**src/rtl/seven2hex_monitor.sv**
```systemverilog
// seven2hex_monitor
// Receive-side monitor for a multiplexed 4-digit seven-segment display bus.
// It registers the segment and digit-enable lines and waits for each digit to
// hold steady for STABLE_CYCLES registered samples. It then decodes the
// pattern back to a nibble. Once all four digits have been captured, it
// publishes the reconstructed 16-bit word.
//
// Ports:
//   clk        : system clock
//   rst_n      : synchronous active-low reset
//   seg[6:0]   : segment lines {a,b,c,d,e,f,g}, active-high, a = bit 6
//   an[3:0]    : one-hot digit enables, an[3] = most significant nibble, 0 = blank
//   hex_word   : last reconstructed 16-bit word
//   word_valid : one-cycle pulse when hex_word updates
//   digit_err  : per-digit invalid-pattern flags of the last frame
//   anode_err  : high in every cycle that the registered an has >1 bit set
//   timeout    : one-cycle pulse when a partial frame is discarded
module seven2hex_monitor #(
    parameter int STABLE_CYCLES  = 4,
    parameter int TIMEOUT_CYCLES = 65535
) (
    input  logic        clk,
    input  logic        rst_n,
    input  logic [6:0]  seg,
    input  logic [3:0]  an,
    output logic [15:0] hex_word,
    output logic        word_valid,
    output logic [3:0]  digit_err,
    output logic        anode_err,
    output logic        timeout
);

    localparam int SW = (STABLE_CYCLES > 2) ? $clog2(STABLE_CYCLES) : 1;
    localparam int TW = $clog2(TIMEOUT_CYCLES + 1);
    localparam logic [SW-1:0] STAB_MAX  = SW'(STABLE_CYCLES - 1);
    localparam logic [SW-1:0] STAB_PRE  = SW'(STABLE_CYCLES - 2);
    localparam logic [TW-1:0] TOUT_LAST = TW'(TIMEOUT_CYCLES - 1);

    logic [6:0]       seg_q, seg_p;
    logic [3:0]       an_q, an_p;
    logic [SW-1:0]    stab_cnt;
    logic [TW-1:0]    tout_cnt;
    logic [3:0]       mask;
    logic [3:0][3:0]  nib_store;
    logic [3:0]       inv_store;
    logic             frame_pending;

    logic             an_multi;
    logic             an_onehot;
    logic             stable;
    logic             capture;
    logic [1:0]       idx;
    logic [3:0]       dec_nib;
    logic             dec_inv;

    // an_q & (an_q - 1) is non-zero exactly when more than one bit is set.
    assign an_multi  = (an_q & (an_q - 4'd1)) != 4'd0;
    assign an_onehot = (an_q != 4'd0) && !an_multi;
    assign anode_err = an_multi;

    assign stable  = (seg_q == seg_p) && (an_q == an_p) && an_onehot;
    // Capture on the single edge where the counter steps up to its ceiling.
    assign capture = stable && (stab_cnt == STAB_PRE);

    always_comb begin
        idx = 2'd0;
        unique case (an_q)
            4'b0010: idx = 2'd1;
            4'b0100: idx = 2'd2;
            4'b1000: idx = 2'd3;
            default: idx = 2'd0;
        endcase
    end

    always_comb begin
        dec_nib = 4'h0;
        dec_inv = 1'b0;
        case (seg_q)
            7'b1111110: dec_nib = 4'h0;
            7'b0110000: dec_nib = 4'h1;
            7'b1101101: dec_nib = 4'h2;
            7'b1111001: dec_nib = 4'h3;
            7'b0110011: dec_nib = 4'h4;
            7'b1011011: dec_nib = 4'h5;
            7'b1011111: dec_nib = 4'h6;
            7'b1110000: dec_nib = 4'h7;
            7'b1111111: dec_nib = 4'h8;
            7'b1110011: dec_nib = 4'h9;
            7'b1110111: dec_nib = 4'hA;
            7'b0011111: dec_nib = 4'hB;
            7'b1001110: dec_nib = 4'hC;
            7'b0111101: dec_nib = 4'hD;
            7'b1001111: dec_nib = 4'hE;
            7'b1000111: dec_nib = 4'hF;
            default:    dec_inv = 1'b1;
        endcase
    end

    // Input registers and the saturating stability counter.
    always_ff @(posedge clk) begin
        if (!rst_n) begin
            seg_q    <= '0;
            seg_p    <= '0;
            an_q     <= '0;
            an_p     <= '0;
            stab_cnt <= '0;
        end else begin
            seg_q <= seg;
            seg_p <= seg_q;
            an_q  <= an;
            an_p  <= an_q;
            if (!stable)
                stab_cnt <= '0;
            else if (stab_cnt != STAB_MAX)
                stab_cnt <= stab_cnt + 1'b1;
        end
    end

    // Capture stores, frame assembly and the partial-frame timeout.
    // A capture always takes priority over a timeout on the same edge.
    always_ff @(posedge clk) begin
        if (!rst_n) begin
            mask          <= '0;
            nib_store     <= '0;
            inv_store     <= '0;
            frame_pending <= 1'b0;
            tout_cnt      <= '0;
            hex_word      <= '0;
            digit_err     <= '0;
            word_valid    <= 1'b0;
            timeout       <= 1'b0;
        end else begin
            word_valid <= 1'b0;
            timeout    <= 1'b0;

            if (frame_pending) begin
                hex_word      <= nib_store;
                digit_err     <= inv_store;
                word_valid    <= 1'b1;
                frame_pending <= 1'b0;
            end

            if (capture) begin
                nib_store[idx] <= dec_nib;
                inv_store[idx] <= dec_inv;
                mask           <= mask | an_q;
                tout_cnt       <= '0;
                if ((mask | an_q) == 4'hF)
                    frame_pending <= 1'b1;
            end else if (frame_pending) begin
                mask     <= '0;
                tout_cnt <= '0;
            end else if (mask == 4'd0) begin
                tout_cnt <= '0;
            end else if (tout_cnt == TOUT_LAST) begin
                mask     <= '0;
                timeout  <= 1'b1;
                tout_cnt <= '0;
            end else begin
                tout_cnt <= tout_cnt + 1'b1;
            end
        end
    end

endmodule

```
**config.mk**
```make
export PLATFORM = sky130hd
export DESIGN_NAME = seven2hex_monitor
export DESIGN_NICKNAME = d
export VERILOG_FILES = /design/src/rtl/seven2hex_monitor.sv
export SDC_FILE = /design/constraint.sdc
export NUM_CORES = 1
export LEC_CHECK = 0
export BUFFER_PORTS_ARGS = -buffer_cell sky130_fd_sc_hd__buf_2
export CORE_AREA = 10 10 93 95
export CTS_CLUSTER_SIZE = 8
export DETAILED_ROUTE_END_ITERATION = 7
export DIE_AREA = 0 0 103 105
export PLACE_DENSITY = 0.87
export SYNTH_ARGS = -nofsm -noshare
export SYNTH_HDL_FRONTEND = slang
export SYNTH_SLANG_ARGS = --single-unit
export TNS_END_PERCENT = 100
```
**constraint.sdc**
```tcl
create_clock -name clk -period 2.5 [get_ports clk]
set_clock_uncertainty 0.1 [all_clocks]
set_input_delay 0.125 -clock clk [delete_from_list [all_inputs] [get_ports clk]]
set_output_delay 0.125 -clock clk [all_outputs]
set_load 0.05 [all_outputs]
```
==> impl_results.md, run 1 <==
* CP Data Required Time at roughly 2.7 ns
* Max-slew violation count at 0
* Synthesis-stage register bit count at 87
* Number of port buffers at 35
* Top cells by area, synth: dfxtp_1, mux2i_1, xor2_1
* Post-CTS Setup Inserts at 0
* Layout area overhead at 12.65%
* Vias in the first global route at 2859
* Fraction of layout cells with a size suffix above 1 at 17.08%
* Critical Path Max Stage Delay at between 0.5 and 0.6 ns
* Sequential cell area at 1742 sq um
* Initial Utilization at around 57%
* Area leader, netlist: dfxtp_1
* LEAKAGE at 1.715 nW
* Num CTS Buffers at 9
* Unique masters post-synth at 53
* Pin count of the biggest net entering global routing at 37
* Slew margin rel. at about half
* Hold WC Path Type: primary input to flop
* Arr. time, crit path at between 2 and 3 ns
* Synth top cells by count: dfxtp_1, nor2_1, mux2i_1
* Die Width at between 100 and 150 microns
* Final Wtd Congestion at ~0.90
* Syn Nets at 424
* WL final at 8016 microns
* Sink Count at between 80 and 90
* Core footprint at roughly 6800 sq um
* TritonCTS clock tree: done
* Cell chain of the critical path: xor2_2, nor4_4, and3_1, a21o_1, buf_4, nor3_1
* Fill count at 550
* Pwr Density at 597.0 nW/um^2
* Main synth FF type: dfxtp_1
* WL/cell at roughly 15 microns
* Crit path launch type: flop
* DR vias/cell at about 5.7
* Clk_lat worst skew at roughly 0.37 ns
* Fmax at 0.4261 GHz
* Die Height at approximately 110 microns
* Full die area at about 11000 sq um
* Clock root cell: clkbuf_8
* Hold violation count in the final report at 0
* I/O pin count at 36
* Antenna Cells at 0
* Slew @ Worst Pin at roughly 0.75 ns
* Top-area cell type share of the netlist area at 44.92%
* Slowest stage cell, crit path: dfxtp_1
* Outcome: completed
* Post-synth EDFFs at 0
* Total number of vias at about 3000
* Antenna-violating nets left at 0
* CP endpoint kind: flop
* H-tree depth at 3
* Drt drc at 0
* Setup TNS Final at 0 ns
* 1st-pass router iterations at 4
* Tmin final at between 2 and 2.5 ns
* GRT Total Usage at around 15%
* Setup slack after layout at 0.1529 ns
* Nets at around 460
* Final Setup Violations at 0
* Max rail drop VDD at 0.0004406 V
* Rows at 30
* Reg clk slew, reported paths at approximately 0.1 ns
* Antenna violations before repair at 0
* Most frequent cell after synthesis: dfxtp_1
* Max FO, Critical Path at 17
* Clock buffer depth at 2
* Setup CP Type: flop to flop
* DRT iter0 DRCs at around 110
* Area of the multi-input gates at 1937 sq um
* GRT Residual Overflow at 0
* Final period util at between 90% and 100%
* Cell count after synthesis at around 410
* Setup WS pre-CTS at 0.2040 ns
* Sequential-to-total area share from yosys stat at around 45%
* Fraction of registers with async set/reset at 0%
* Max capacitance violation total at 0
* Synth warnings at 0
* Synthesized cell area at roughly 3900 sq um
* Hpwl dp at ~5700 microns
* RSZ-0062 raised after global routing: no
* Syn Area/Cell at roughly 9.5 sq um
* First-pass GRT wire length at ~14000 microns
power by group:
part | leakage [nW] | internal [W] | switching (W)
Clock | 0.100 | 0.000482 | 0.000539
Combinational | 0.909 | 0.0000682 | 0.0000830
Sequential | 0.705 | 0.00140 | 0.0000345
Total | 1.71 | 0.00195 | 0.000656
through the flow:
stage	std cells	hold slack, ns	total power (W)	util (%)	instance area [sq um]
finish	525	0.1653	0.002608	64.65	4368
CTS	525	0.1700	0.002622	64.65	4368
global route	525	0.2223	0.002703	64.65	4368
floorplan	407	0.1523	0.001569	-	3877
global placement	498	0.2301	0.001598	59.93	4049
detailed placement	498	0.2343	0.001604	59.93	4049
routing by layer:
layer	vias up	global-route usage, %	wire (microns)
li1	1490	-	-
met3	16	3.294	355
met2	71	24.03	3797
met5	-	0	0
met1	1401	19.36	3663
met4	0	7.058	200
what timing repair did:
action | 4_1_cts | 5_1_grt
endpoints found under the hold margin | 11 | 0
setup endpoints to repair | 0 | 0
hold buffers | 11 | 0
resized for setup | 0 | 0
cells by family after synthesis:
logic type | Yosys count | share of synthesized area [%]
adder cells (fa/ha/maj) | 4 | 1.291
buffers and inverters | 39 | 5.518
AO/OA/AOI/OAI | 54 | 8.971
multiplexers | 32 | 8.261
flip-flops | 87 | 44.92
XOR/XNOR | 29 | 6.744
AND/OR/NAND/NOR | 162 | 24.30
sequential cells by signal, indices dropped and copies added, names as in the netlist:
| name | flops |
|---|---|
| seg_q | 7 |
| stab_cnt | 2 |
| mask | 4 |
| an_p | 4 |
| frame_pending | 1 |
| inv_store | 4 |
| word_valid | 1 |
| timeout | 1 |
| digit_err | 4 |
| an_q | 4 |
| tout_cnt | 16 |
| nib_store | 16 |
| hex_word | 16 |
| seg_p | 7 |
layout make-up:
class	instances	area share, %
multi-input combinational	281	44.34
clock buffer	9	2.836
sequential	87	39.87
tap	80	2.292
clock inverter	7	1.948
timing repair buffer	53	8.021
inverter	8	0.6875
placed cells by master, fill, tap and decap left out, types with 3 or more instances in the layout:
cell / instances
a211oi_1: 3
a21oi_1: 14
and2_1: 20
and3_1: 6
and4_1: 3
buf_2: 35
buf_4: 6
clkbuf_8: 9
dfxtp_1: 87
dlygate4sd3_1: 11
ha_1: 4
inv_1: 8
mux2i_1: 32
nand2_1: 25
nand3_1: 14
nand4_1: 13
nor2_1: 36
nor2b_1: 3
nor3_1: 7
nor3_2: 10
o211ai_1: 4
o21ai_0: 18
o22ai_1: 3
or3_1: 3
or4_1: 3
xnor2_1: 6
xor2_1: 22
worst max-delay path: cells and delay by family, from the launching register on:
family	cells	cell delay, ns
AO/OA/AOI/OAI	1	0.18
XOR/XNOR	1	0.15
buffers and inverters	1	0.24
flip-flops	1	0.59
AND/OR/NAND/NOR	3	0.97
final timing paths:
check                                  from  slack (ns)                        end  depth (start not counted)
setup / recovery         an_q[2]$_SDFF_PN0_        0.15    tout_cnt[15]$_SDFF_PP0_                          6
hold / removal                        rst_n        0.17  nib_store[7]$_SDFFE_PN0P_                          3
setup reg to reg         an_q[2]$_SDFF_PN0_        0.15    tout_cnt[15]$_SDFF_PP0_                          6
hold reg to reg   inv_store[3]$_SDFFE_PN0P_        0.37  inv_store[3]$_SDFFE_PN0P_                          2
Power figures use the tool's default switching activity.
==> run 2: changes to the inputs <==
- CORE_AREA: 10 10 93 95 -> 10 10 126 71
- CTS_CLUSTER_DIAMETER: default -> 200
- DIE_AREA: 0 0 103 105 -> 0 0 136 81
- PLACE_DENSITY: 0.87 -> 0.88
==> run 2 against run 1 <==
Count of clock-buffer cells in the layout increased by 5. Critical path type unchanged. Sequential power barely moved. Highest routed layer unchanged. Routed wire length up 7.6%. Hold slack got worse by 0.096 ns. Die area up 1.9%. Global-route usage up 1.3 points. Design area grew 2.3%.
==> impl_results.md, run 2 (synthesized netlist as in run 1, its figures left out) <==
* Outcome: completed
* Number of port buffers at 35 (unchanged)
* Max capacitance violation total at 0 (unchanged)
* Initial Utilization at 56.12% (-1.3 points)
* Final Setup Violations at 0 (unchanged)
* Clk_lat worst skew at 0.35 ns (-0.02 ns)
* Clock root cell: clkbuf_16
* Hpwl dp at 6212 microns (+9.1%)
* CP Data Required Time at 2.66 ns (about the same)
* Final Wtd Congestion at 0.8824 (-1.5%)
* CP endpoint kind: flop
* DP Area at 4079 sq um (+0.74%)
* Antenna violations before repair at 0 (unchanged)
* Total number of vias at 3124 (+4.9%)
* Arr. time, crit path at 2.42 ns (-0.08 ns)
* Core footprint at 6909 sq um (+2.3%)
* Final period util at 90.20% (-3.7 points)
* Fraction of layout cells with a size suffix above 1 at 17.19% (+0.11 points)
* Die Width at 136 microns (+32%)
* Rows at 22 (-27%)
* Slew @ Worst Pin at 1.010 ns (+0.2601 ns)
* Drt drc at 0 (unchanged)
* Vias in the first global route at 3025 (+5.8%)
* Final Cell Area at 4469 sq um (+2.3%)
* Non-filler cells in the finished layout at 544 (+3.6%)
* H-tree depth at 3 (unchanged)
* I/O pin count at 36 (unchanged)
* Fmax at 0.4434 GHz (+4.1%)
* Flop2flop setup slack at 0.24 ns (+0.09 ns)
* WL/cell at 15.85 microns (+3.8%)
* Antenna Cells at 0 (unchanged)
* Hold violation count in the final report at 0 (unchanged)
* Placed Cells incl. Taps at 517 (+3.8%)
* Commonest non-fill, non-tap cell in the layout: dfxtp_1
* Pin count of the biggest net entering global routing at 34 (-8.1%)
* Final Util at 64.69% (about the same)
* Max rail drop VDD at 0.0004784 V (+8.6%)
* Nets at 460 (+0.66%)
* DR vias/cell at 5.743 (+1.2%)
* Tmin final at 2.255 ns (-0.09197 ns)
* Max-slew violation count at 0 (unchanged)
* Reg clk slew, reported paths at 0.06 ns (-0.04 ns)
* Max FO, Critical Path at 20 (+3)
* RSZ-0062 raised after global routing: no
* GRT Total Usage at 16.59% (+1.3 points)
* Setup CP Type: flop to flop
* GRT Residual Overflow at 0 (unchanged)
* Commonest cells after routing, fill and taps aside: dfxtp_1, nor2_1, buf_2, mux2i_1, nand2_1
* Antenna-violating nets left at 0 (unchanged)
* Pwr Density at 636.8 nW/um^2 (+6.7%)
* DRT iter0 DRCs at 344 (+210%)
* Slew margin rel. at 32.59% (-17 points)
* 1st-pass router iterations at 6 (+2)
* Setup TNS Final at 0 ns (unchanged)
* Die Height at 81 microns (-23%)
* Sink Count at 87 (unchanged)
* Post-CTS Setup Inserts at 0 (unchanged)
* Clock buffer depth at 2 (unchanged)
* Num CTS Buffers at 9 (unchanged)
* WL final at 8625 microns (+7.6%)
* Hold WC Path Type: primary input to flop
* First-pass GRT wire length at 14610 microns (+7.4%)
* Full die area at 11020 sq um (+1.9%)
* LEAKAGE at 1.755 nW (+2.4%)
* Crit path launch type: flop
* WHS at 0.06970 ns (-0.09559 ns)
* Top flop regs: hex_word x16, nib_store x16, tout_cnt x16
* Layout area overhead at 15.26%
* TritonCTS clock tree: done
==> run 2: worst paths after layout <==
kind	start	to	cells after the start
max	an_q[0]$_SDFF_PN0_	tout_cnt[5]$_SDFF_PP0_	7
min	rst_n	frame_pending$_SDFF_PN0_	3
max reg2reg	an_q[0]$_SDFF_PN0_	tout_cnt[5]$_SDFF_PP0_	7
min reg2reg	nib_store[2]$_SDFFE_PN0P_	nib_store[2]$_SDFFE_PN0P_	2
==> run 2: cell type report <==
class                           count  area [sq um]
Fill cell                         577          2440
Timing Repair Buffer               56         360.3
Clock inverter                      2         15.01
Sequential cell                    87          1742
Tap cell                           96         120.1
Clock buffer                       14         264.0
Inverter                            8         30.03
Multi-Input combinational cell    281          1938
==> run 2: timing repair <==
action	in CTS	in global routing
resized for setup	0	1
hold buffers	11	0
endpoints found under the hold margin	11	0
setup endpoints to repair	0	4
==> run 2: where the power goes <==
part	leakage [nW]	switching, W	internal (W)
registers	0.705	0.0000289	0.00140
clock network	0.129	0.000526	0.000728
logic	0.921	0.0000923	0.0000669
==> run 2: stage by stage <==
| stage | worst slack (ns) | total power [W] |
|---|---|---|
| 2_1_floorplan | 0.1270 | 0.001569 |
| 3_3_place_gp | 0.3250 | 0.001598 |
| 3_5_place_dp | 0.2048 | 0.001606 |
| 4_1_cts | 0.1915 | 0.002861 |
| 5_1_grt | 0.1196 | 0.002933 |
| 6_report | 0.2449 | 0.002846 |
==> run 2: critical path, stage by stage, from the launching register on <==
cell and delay [ns]:
dfxtp_1 0.55, nor2_1 0.15, a21oi_1 0.43, nor4_2 0.10, buf_4 0.24, a21o_1 0.18
buf_4 0.21, nor3_1 0.21
==> run 2: routing by layer <==
| layer | share of wire [%] | up-vias | track usage (%) | wire length [microns] |
|---|---|---|---|---|
| met2 | 45 | 119 | 25.82 | 3845 |
| li1 | - | 1496 | - | - |
| met1 | 46 | 1497 | 21.04 | 3934 |
| met3 | 8.4 | 12 | 5.911 | 723 |
| met4 | 1.4 | 0 | 5.920 | 122 |
| met5 | 0 | - | 0 | 0 |
